--- config.mk ---
export PLATFORM = sky130hd
export DESIGN_NAME = instr_imm_encoder
export DESIGN_NICKNAME = d
export VERILOG_FILES = /design/src/rtl/instr_imm_encoder_pkg.sv /design/src/rtl/instr_imm_encoder_imm_field_pack.sv /design/src/rtl/instr_imm_encoder.sv
export SDC_FILE = /design/constraint.sdc
export NUM_CORES = 1
export LEC_CHECK = 0
export CAP_MARGIN = 20
export CORE_UTILIZATION = 47
export DETAILED_ROUTE_END_ITERATION = 10
export HOLD_SLACK_MARGIN = 0.05
export PLACE_DENSITY = 0.86
export SYNTH_ARGS = -nofsm -noshare
export SYNTH_HDL_FRONTEND = slang
export SYNTH_SLANG_ARGS = --single-unit
--- constraint.sdc ---
create_clock -name clk -period 6.1 [get_ports clk]
set_input_delay 1.22 -clock clk [delete_from_list [all_inputs] [get_ports clk]]
set_output_delay 1.22 -clock clk [all_outputs]
set_load 0.01 [all_outputs]
--- src/rtl/instr_imm_encoder_pkg.sv ---
// Shared definitions for the instruction immediate encoder: ImmSrc codes,
// loader FSM state encoding and the field-width constants of the encoding.
package instr_imm_encoder_pkg;

  localparam logic [1:0] IMMSRC_NONE = 2'b00;
  localparam logic [1:0] IMMSRC_DP   = 2'b01;
  localparam logic [1:0] IMMSRC_MEM  = 2'b10;
  localparam logic [1:0] IMMSRC_BR   = 2'b11;

  localparam int HDR_W   = 8;
  localparam int MID_W   = 12;
  localparam int FIELD_W = 24;

  typedef enum logic [1:0] {
    ST_IDLE = 2'b00,
    ST_LOAD = 2'b01,
    ST_FULL = 2'b10
  } state_e;

  // True when every bit of a 7-bit slice carries the same value.
  function automatic logic all_equal7(input logic [6:0] v);
    return (v == 7'h00) || (v == 7'h7F);
  endfunction

endpackage

--- src/rtl/instr_imm_encoder_imm_field_pack.sv ---
// Combinational packer: decides whether the extender can rebuild imm exactly
// from the instruction bits and produces Instr[23:0] (BR) or the low 12 bits
// of the immediate field (DP/MEM, upper bits zero).
module imm_field_pack
  import instr_imm_encoder_pkg::*;
(
  input  logic [1:0]         src_i,
  input  logic [31:0]        imm_i,
  output logic               fits_o,
  output logic [FIELD_W-1:0] field_o
);

  // Fit test and field selection per immediate source.
  always_comb begin
    fits_o  = 1'b0;
    field_o = '0;
    case (src_i)
      IMMSRC_DP: begin
        fits_o  = (imm_i[31:8] == {24{imm_i[7]}});
        field_o = {12'h000, 4'b0000, imm_i[7:0]};
      end
      IMMSRC_MEM: begin
        fits_o  = (imm_i[31:12] == {20{imm_i[11]}});
        field_o = {12'h000, imm_i[11:0]};
      end
      IMMSRC_BR: begin
        fits_o  = (imm_i[1:0] == 2'b00) && all_equal7(imm_i[31:25]);
        field_o = imm_i[25:2];
      end
      default: begin
        fits_o  = 1'b0;
        field_o = '0;
      end
    endcase
  end

endmodule

--- src/rtl/instr_imm_encoder.sv ---
// Streaming instruction loader: accepts encode requests while in LOAD, writes
// encodings that the extender can reproduce, counts rejected requests.
// Handshake: a request transfers on a rising edge where req_valid && req_ready;
// req_ready depends only on the FSM state, never on req_valid.
module instr_imm_encoder
  import instr_imm_encoder_pkg::*;
#(
  parameter int ADDR_W = 6,
  parameter int DEPTH  = 64
) (
  input  logic              clk,
  input  logic              reset,
  input  logic              start,
  input  logic              finish,
  input  logic              req_valid,
  output logic              req_ready,
  input  logic [1:0]        req_src,
  input  logic [HDR_W-1:0]  req_hdr,
  input  logic [MID_W-1:0]  req_mid,
  input  logic [31:0]       req_imm,
  output logic              mem_we,
  output logic [ADDR_W-1:0] mem_addr,
  output logic [31:0]       mem_wdata,
  output logic [ADDR_W:0]   word_cnt,
  output logic              err,
  output logic [7:0]        err_cnt,
  output logic              done,
  output state_e            state_dbg
);

  localparam logic [ADDR_W:0] DEPTH_W = (ADDR_W+1)'(DEPTH);

  state_e              state_q, state_d;
  logic [ADDR_W:0]     word_cnt_q, word_cnt_d;
  logic                err_q, err_d;
  logic [7:0]          err_cnt_q, err_cnt_d;
  logic                mem_we_q, mem_we_d;
  logic [ADDR_W-1:0]   mem_addr_q, mem_addr_d;
  logic [31:0]         mem_wdata_q, mem_wdata_d;
  logic                done_q, done_d;

  logic                accept;
  logic                fits;
  logic [FIELD_W-1:0]  field;
  logic [31:0]         enc;

  imm_field_pack u_pack (
    .src_i   (req_src),
    .imm_i   (req_imm),
    .fits_o  (fits),
    .field_o (field)
  );

  assign req_ready = (state_q == ST_LOAD);
  assign accept    = req_valid && req_ready;
  assign enc       = (req_src == IMMSRC_BR) ? {req_hdr, field}
                                            : {req_hdr, req_mid, field[11:0]};

  // Next-state, write pointer, error counters and write-port outputs.
  always_comb begin
    state_d     = state_q;
    word_cnt_d  = word_cnt_q;
    err_d       = err_q;
    err_cnt_d   = err_cnt_q;
    mem_we_d    = 1'b0;
    mem_addr_d  = mem_addr_q;
    mem_wdata_d = mem_wdata_q;
    done_d      = 1'b0;

    if (accept) begin
      if (fits) begin
        mem_we_d    = 1'b1;
        mem_addr_d  = word_cnt_q[ADDR_W-1:0];
        mem_wdata_d = enc;
        word_cnt_d  = word_cnt_q + 1'b1;
      end else begin
        err_d = 1'b1;
        if (err_cnt_q != 8'hFF) err_cnt_d = err_cnt_q + 8'd1;
      end
    end

    case (state_q)
      ST_IDLE: begin
        if (start) begin
          state_d    = ST_LOAD;
          word_cnt_d = '0;
          err_d      = 1'b0;
          err_cnt_d  = 8'd0;
        end
      end
      ST_LOAD: begin
        // finish wins over filling up; FULL is entered as the last write lands.
        if (finish) begin
          state_d = ST_IDLE;
          done_d  = 1'b1;
        end else if (word_cnt_d == DEPTH_W) begin
          state_d = ST_FULL;
        end
      end
      ST_FULL: begin
        if (finish) begin
          state_d = ST_IDLE;
          done_d  = 1'b1;
        end
      end
      default: state_d = ST_IDLE;
    endcase
  end

  // State and output registers; reset drops any in-flight write.
  always_ff @(posedge clk) begin
    if (reset) begin
      state_q     <= ST_IDLE;
      word_cnt_q  <= '0;
      err_q       <= 1'b0;
      err_cnt_q   <= 8'd0;
      mem_we_q    <= 1'b0;
      mem_addr_q  <= '0;
      mem_wdata_q <= 32'd0;
      done_q      <= 1'b0;
    end else begin
      state_q     <= state_d;
      word_cnt_q  <= word_cnt_d;
      err_q       <= err_d;
      err_cnt_q   <= err_cnt_d;
      mem_we_q    <= mem_we_d;
      mem_addr_q  <= mem_addr_d;
      mem_wdata_q <= mem_wdata_d;
      done_q      <= done_d;
    end
  end

  assign mem_we    = mem_we_q;
  assign mem_addr  = mem_addr_q;
  assign mem_wdata = mem_wdata_q;
  assign word_cnt  = word_cnt_q;
  assign err       = err_q;
  assign err_cnt   = err_cnt_q;
  assign done      = done_q;
  assign state_dbg = state_q;

endmodule

==> flow_summary.json, run 1 <==
{
  "status": "completed",
  "cts.sinks": 58,
  "cts_hold_buf": 0,
  "dieWidth_um": 81.1,
  "portBuffers": 117,
  "tns_ns": 0,
  "cts.clk_slew.worst_paths_ns": 0.07,
  "antenna_found_initial": 0,
  "num_vias": 2930,
  "vias_per_cell": 5.38,
  "async_reset_ff_share_pct": 0,
  "final_nets": 529,
  "num_rows": 28,
  "hold_class": "reg -> reg",
  "drv_slew": 0,
  "cts_resized": 0,
  "cts.path.max_buffers": 2,
  "root_buffer": "clkbuf_8",
  "wl_um": 8170,
  "cts_tree": "done",
  "final.min_clock_period_ns": 4.11,
  "die_y_um": 81.1,
  "drc": 0,
  "p_per_area_mw_per_mm2": 204,
  "drtPass1Iterations": 4,
  "start_util_pct": 49.1,
  "htreeDepth": 3,
  "slew_headroom_pct": 42.7,
  "critPathKind": "in -> reg",
  "pre_cts_ws_ns": 1.74,
  "wl_per_cell_um": 15.0,
  "setup_viol": 0,
  "p_leak_nw": 1.55,
  "ant_nets": 0,
  "pwr-share-clk_pct": 44.8,
  "clk_latency_ns": 0.34,
  "drt_iter0_drc": 125,
  "synthTopCellsByArea": "dfxtp_1 (40%), mux2i_1 (7.5%), nand2_1 (6.8%)",
  "cp-end-kind": "flip-flop",
  "avgSynthCellArea_um2": 8.33,
  "drv_cap": 0,
  "finClkSkew_ns": 0.00642,
  "worst_pin_slew_ns": 0.859,
  "ios": 118,
  "fmax_mhz": 243,
  "seq_area_frac_synth_pct": 39.5,
  "netlist.area_leader.share_pct": 39.5,
  "swShare_pct": 23.6,
  "critPathLaunchType": "primary input",
  "synthFlopType": "dfxtp_1",
  "syn_area_mm2": 0.00294,
  "comb_power_share_pct": 12.3,
  "fin_crit_sh_pct": 67.4,
  "grt_pass1_wl_um": 12500,
  "yosys.cell_types.count": 45,
  "synth_area_leader_cell": "dfxtp_1",
  "grt_max_degree": 44,
  "final_common_cell": "clkdlybuf4s50_1",
  "rsz0062_at_grt": "false",
  "p_int_w": 0.000683,
  "syn_nets": 417,
  "fin_total_pwr_w": 0.000894,
  "p_sw_w": 0.000211,
  "critPathRequiredTime_ns": 6.33,
  "synth_enable_flop_cells": 0,
  "ys_warn_count": 0,
  "postSynthCellCount": 353,
  "diodes": 0,
  "final_cell_mix": "clkdlybuf4s50_1 (117), dfxtp_1 (58), nand2_1 (53)",
  "hold_viol": 0,
  "core_mm2": 0.00599,
  "area_growth_pct": 49.0,
  "grt_overflow_total": 0,
  "grt_pass1_vias": 2731,
  "whs_ns": 0.453,
  "ys_ff_latch": 58,
  "dp.cells": 529,
  "numCtsBuffers": 9,
  "grt_usage_pct": 25.2,
  "gp_congestion": 0.786,
  "seq_power_share_pct": 42.9,
  "timing.final.ws_setup_ns": 1.99,
  "stdcell_count": 545,
  "cts_setup_buffers": 0,
  "critPathArrivalTime_ns": 4.34,
  "drive_gt1_share_pct": 7.87,
  "cp_max_fo": 31,
  "dpl.hpwl_um": 5920,
  "irDropWorstVdd_mv": 0.184,
  "die_area_mm2": 0.00657
}
-- kinds of logic after synthesis --
logic type,count (synthesis),synth area share [%]
XOR/XNOR,13,3.87
buffers and inverters,29,3.96
AO/OA/AOI/OAI,60,14.5
flip-flops,58,39.5
adder cells (fa/ha/maj),5,2.13
multiplexers,29,10.2
AND/OR/NAND/NOR,159,25.9
-- through the flow --
step	area (µm²)	util [%]
3_3_place_gp	4150	69.3
2_1_floorplan	2940	-
3_5_place_dp	4150	69.3
4_1_cts	4380	73.1
6_report	4380	73.1
5_1_grt	4380	73.1
-- Yosys cell counts, drive strengths merged (5+ instances only) --
cell type and count:
buf 6, a211oi 20, mux2i 22, a21oi 23, clkbuf 14, nor3 8, nor2 45, nand4 6
xnor2 9, nand2 53, nor4 12, nand3 13, dfxtp 58, ha 5, and3 6, inv 9
mux2 7
-- per-layer routing --
layer	vias to the layer above	track usage (%)	wire [µm]
li1	1489	-	-
met1	1338	29.8	3560
met2	95	43.1	3890
met3	8	7.53	652
met4	0	8.57	78
met5	-	0	0
-- layout make-up --
type	count	area [µm²]
sequential	58	1160
timing repair buffer	121	1200
fill	459	1610
multi-input combinational	266	1660
clock inverter	6	88.8
inverter	9	33.8
tap	75	93.8
clock buffer	10	138
-- flip-flops by register name, summed over array words and instances, names as in the netlist --
signal,count
state_dbg,2
err,1
word_cnt,7
mem_wdata,32
err_cnt,8
mem_addr,6
done,1
mem_we,1
-- path summary, 6_finish.rpt --
kind,start,endpoint,slack (ns),depth (start not counted)
max reg2reg,state_dbg[1],mem_wdata[21],3.53,7
max,req_imm[20],mem_wdata[21],1.99,9
min,mem_wdata[26],mem_wdata[26],0.45,2
min reg2reg,mem_wdata[26],mem_wdata[26],0.45,2
-- worst max-delay path, cell delays in order --
cell	delay [ns]
clkdlybuf4s50_1	0.46
or4_1	0.58
nor4_1	0.26
mux2_1	0.25
nand3_4	0.14
a31oi_4	0.75
buf_4	0.34
nor2_1	0.07
a211oi_1	0.27
-- power by group through the flow --
stage | sequential (W) | combinational [W] | clock (W)
2_1_floorplan | 0.000393 | 0.0000469 | 0
3_3_place_gp | 0.000392 | 0.000107 | 0
3_5_place_dp | 0.000392 | 0.000109 | 0
4_1_cts | 0.000383 | 0.000110 | 0.000406
5_1_grt | 0.000383 | 0.000120 | 0.000424
6_report | 0.000383 | 0.000110 | 0.000401
No activity file was read; power rests on OpenSTA's default activity.
==> inputs of run 2 (changes only) <==
- CORE_UTILIZATION: 47 -> 43
- PLACE_DENSITY: 0.86 -> 0.8
- clock period: 6.1 -> 3.9 ns (I/O delays scaled with it)
==> run 2 against run 1 <==
Effect of this change:
- the run now ends with DRC left
- core utilization fell by 3.9 points
- sequential power grew 57%
- cell area increased by 2.1%
- power grew 74%
- routed wire length increased by 0.77%
- die area grew 9.1%
- register-to-register slack got worse by 1.7 ns
==> flow_summary.json, run 2 (synthesis results as in run 1) <==
{
  "critPathLaunchType": "primary input",
  "irDropWorstVdd_mv": 0.233,
  "drc": 13,
  "stdcell_area_mm2": 0.00447,
  "htreeDepth": 3,
  "root_buffer": "clkbuf_8",
  "r2r_end": "mem_wdata[23]",
  "drv_cap": 0,
  "grt_pass1_vias": 2913,
  "antenna_found_initial": 0,
  "met1_usage_pct": 29.7,
  "hold_viol": 0,
  "cts_resized": 0,
  "cts.path.max_buffers": 2,
  "r2r_start": "state_dbg[1]",
  "dpl.hpwl_um": 5950,
  "cts.sinks": 58,
  "cts_setup_buffers": 0,
  "violations": "DRC",
  "ant_nets": 0,
  "status": "finished with violations",
  "area_growth_pct": 52.1,
  "dp.cells": 535,
  "gp_congestion": 0.788,
  "cts_hold_buf": 0,
  "placed_area_mm2": 0.00418,
  "drtPass1Iterations": 7,
  "critPathRequiredTime_ns": 4.13,
  "rr_worst_depth": 7,
  "ios": 118,
  "vias_per_cell": 5.34,
  "largest_reg_flops": 32,
  "cp_max_fo": 20,
  "crit_start": "req_imm[20]",
  "dieWidth_um": 84.7,
  "final_nets": 533,
  "critPathArrivalTime_ns": 3.48,
  "slew_headroom_pct": 62.8,
  "utilization_pct": 69.2,
  "whs_ns": 0.450,
  "rsz0062_at_grt": "false",
  "p_leak_nw": 1.60,
  "cp-end-kind": "flip-flop",
  "grt_pass1_wl_um": 13500,
  "diodes": 0,
  "clk_latency_ns": 0.34,
  "p_per_area_mw_per_mm2": 348,
  "start_util_pct": 45.5,
  "cts.clk_slew.worst_paths_ns": 0.06,
  "num_vias": 2944,
  "num_rows": 29,
  "worst_pin_slew_ns": 0.557,
  "drive_gt1_share_pct": 8.65,
  "stdcell_count": 551,
  "grt_util_met3_pct": 5.60,
  "drt_iter0_drc": 125,
  "numCtsBuffers": 9,
  "critPathKind": "in -> reg",
  "hold_class": "reg -> reg",
  "setup_viol": 0,
  "final_common_cell": "clkdlybuf4s50_1",
  "final_cell_mix": "clkdlybuf4s50_1 (117), dfxtp_1 (58), nand2_1 (53)",
  "core_mm2": 0.00646,
  "rrSetupSlack_ns": 1.78,
  "tns_ns": 0,
  "die_area_mm2": 0.00717,
  "crit_path_end": "mem_wdata[23]",
  "grt_max_degree": 40,
  "fmax_mhz": 308,
  "grt_usage_pct": 23.6,
  "fin_crit_sh_pct": 83.3,
  "die_y_um": 84.7,
  "drv_slew": 0,
  "finClkSkew_ns": 0.00472,
  "cts_tree": "done",
  "portBuffers": 117,
  "grt_use_met2_pct": 38.9,
  "wl_um": 8240,
  "grt_busiest_layer": "met2",
  "grt_overflow_total": 0,
  "wl_per_cell_um": 14.9,
  "final.min_clock_period_ns": 3.25
}
run 2: cell types whose count changed in the layout (fill, tap and decap cells not counted), sizes merged:
| cell | delta |
|---|---|
| buf | +4 |
| clkbuf | +2 |
| bufinv | +2 |
| inv | -1 |
| clkinv | -1 |
| clkinvlp | -2 |
run 2: worst max-delay path, stage by stage:
cell,delay (ns)
clkdlybuf4s50_1,0.44
or4_1,0.58
nor4_1,0.27
mux2_1,0.25
nand3_4,0.14
a31oi_4,0.36
buf_4,0.30
nor2_1,0.08
a211oi_1,0.27
run 2: per-stage QoR:
stage | setup slack, ns | total power [W]
global placement | 0.431 | 0.000783
floorplan | 1.10 | 0.000688
finish | 0.651 | 0.00156
detailed placement | 0.374 | 0.000786
CTS | 0.674 | 0.00157
global route | 0.525 | 0.00161
run 2: cell type report:
cell class	count	area, µm²
inverter	9	33.8
clock buffer	12	165
tap	77	96.3
fill	514	1990
timing repair buffer	125	1230
clock inverter	4	120
sequential	58	1160
multi-input combinational	266	1660
run 2: where the power goes:
| part | internal, W | leakage [nW] | switching [W] |
|---|---|---|---|
| Combinational | 0.0000959 | 0.994 | 0.0000779 |
| Clock | 0.000542 | 0.143 | 0.000241 |
| Sequential | 0.000596 | 0.467 | 0.00000325 |
| Total | 0.00123 | 1.60 | 0.000322 |
run 2: how the worst min path moves through the flow:
stage,startpoint,cells past startpoint,endpoint
floorplan,mem_wdata[24],2,mem_wdata[24]
global placement,mem_addr[0],2,mem_addr[0]
detailed placement,mem_wdata[27],2,mem_wdata[27]
CTS,mem_wdata[27],2,mem_wdata[27]
global route,mem_wdata[9],2,mem_wdata[9]
finish,mem_wdata[27],2,mem_wdata[27]
run 2: metal layers:
metal,wire length [µm],up-vias
met1,3630,1340
met3,711,13
met2,3760,104
li1,-,1487
met5,0,-
met4,127,0
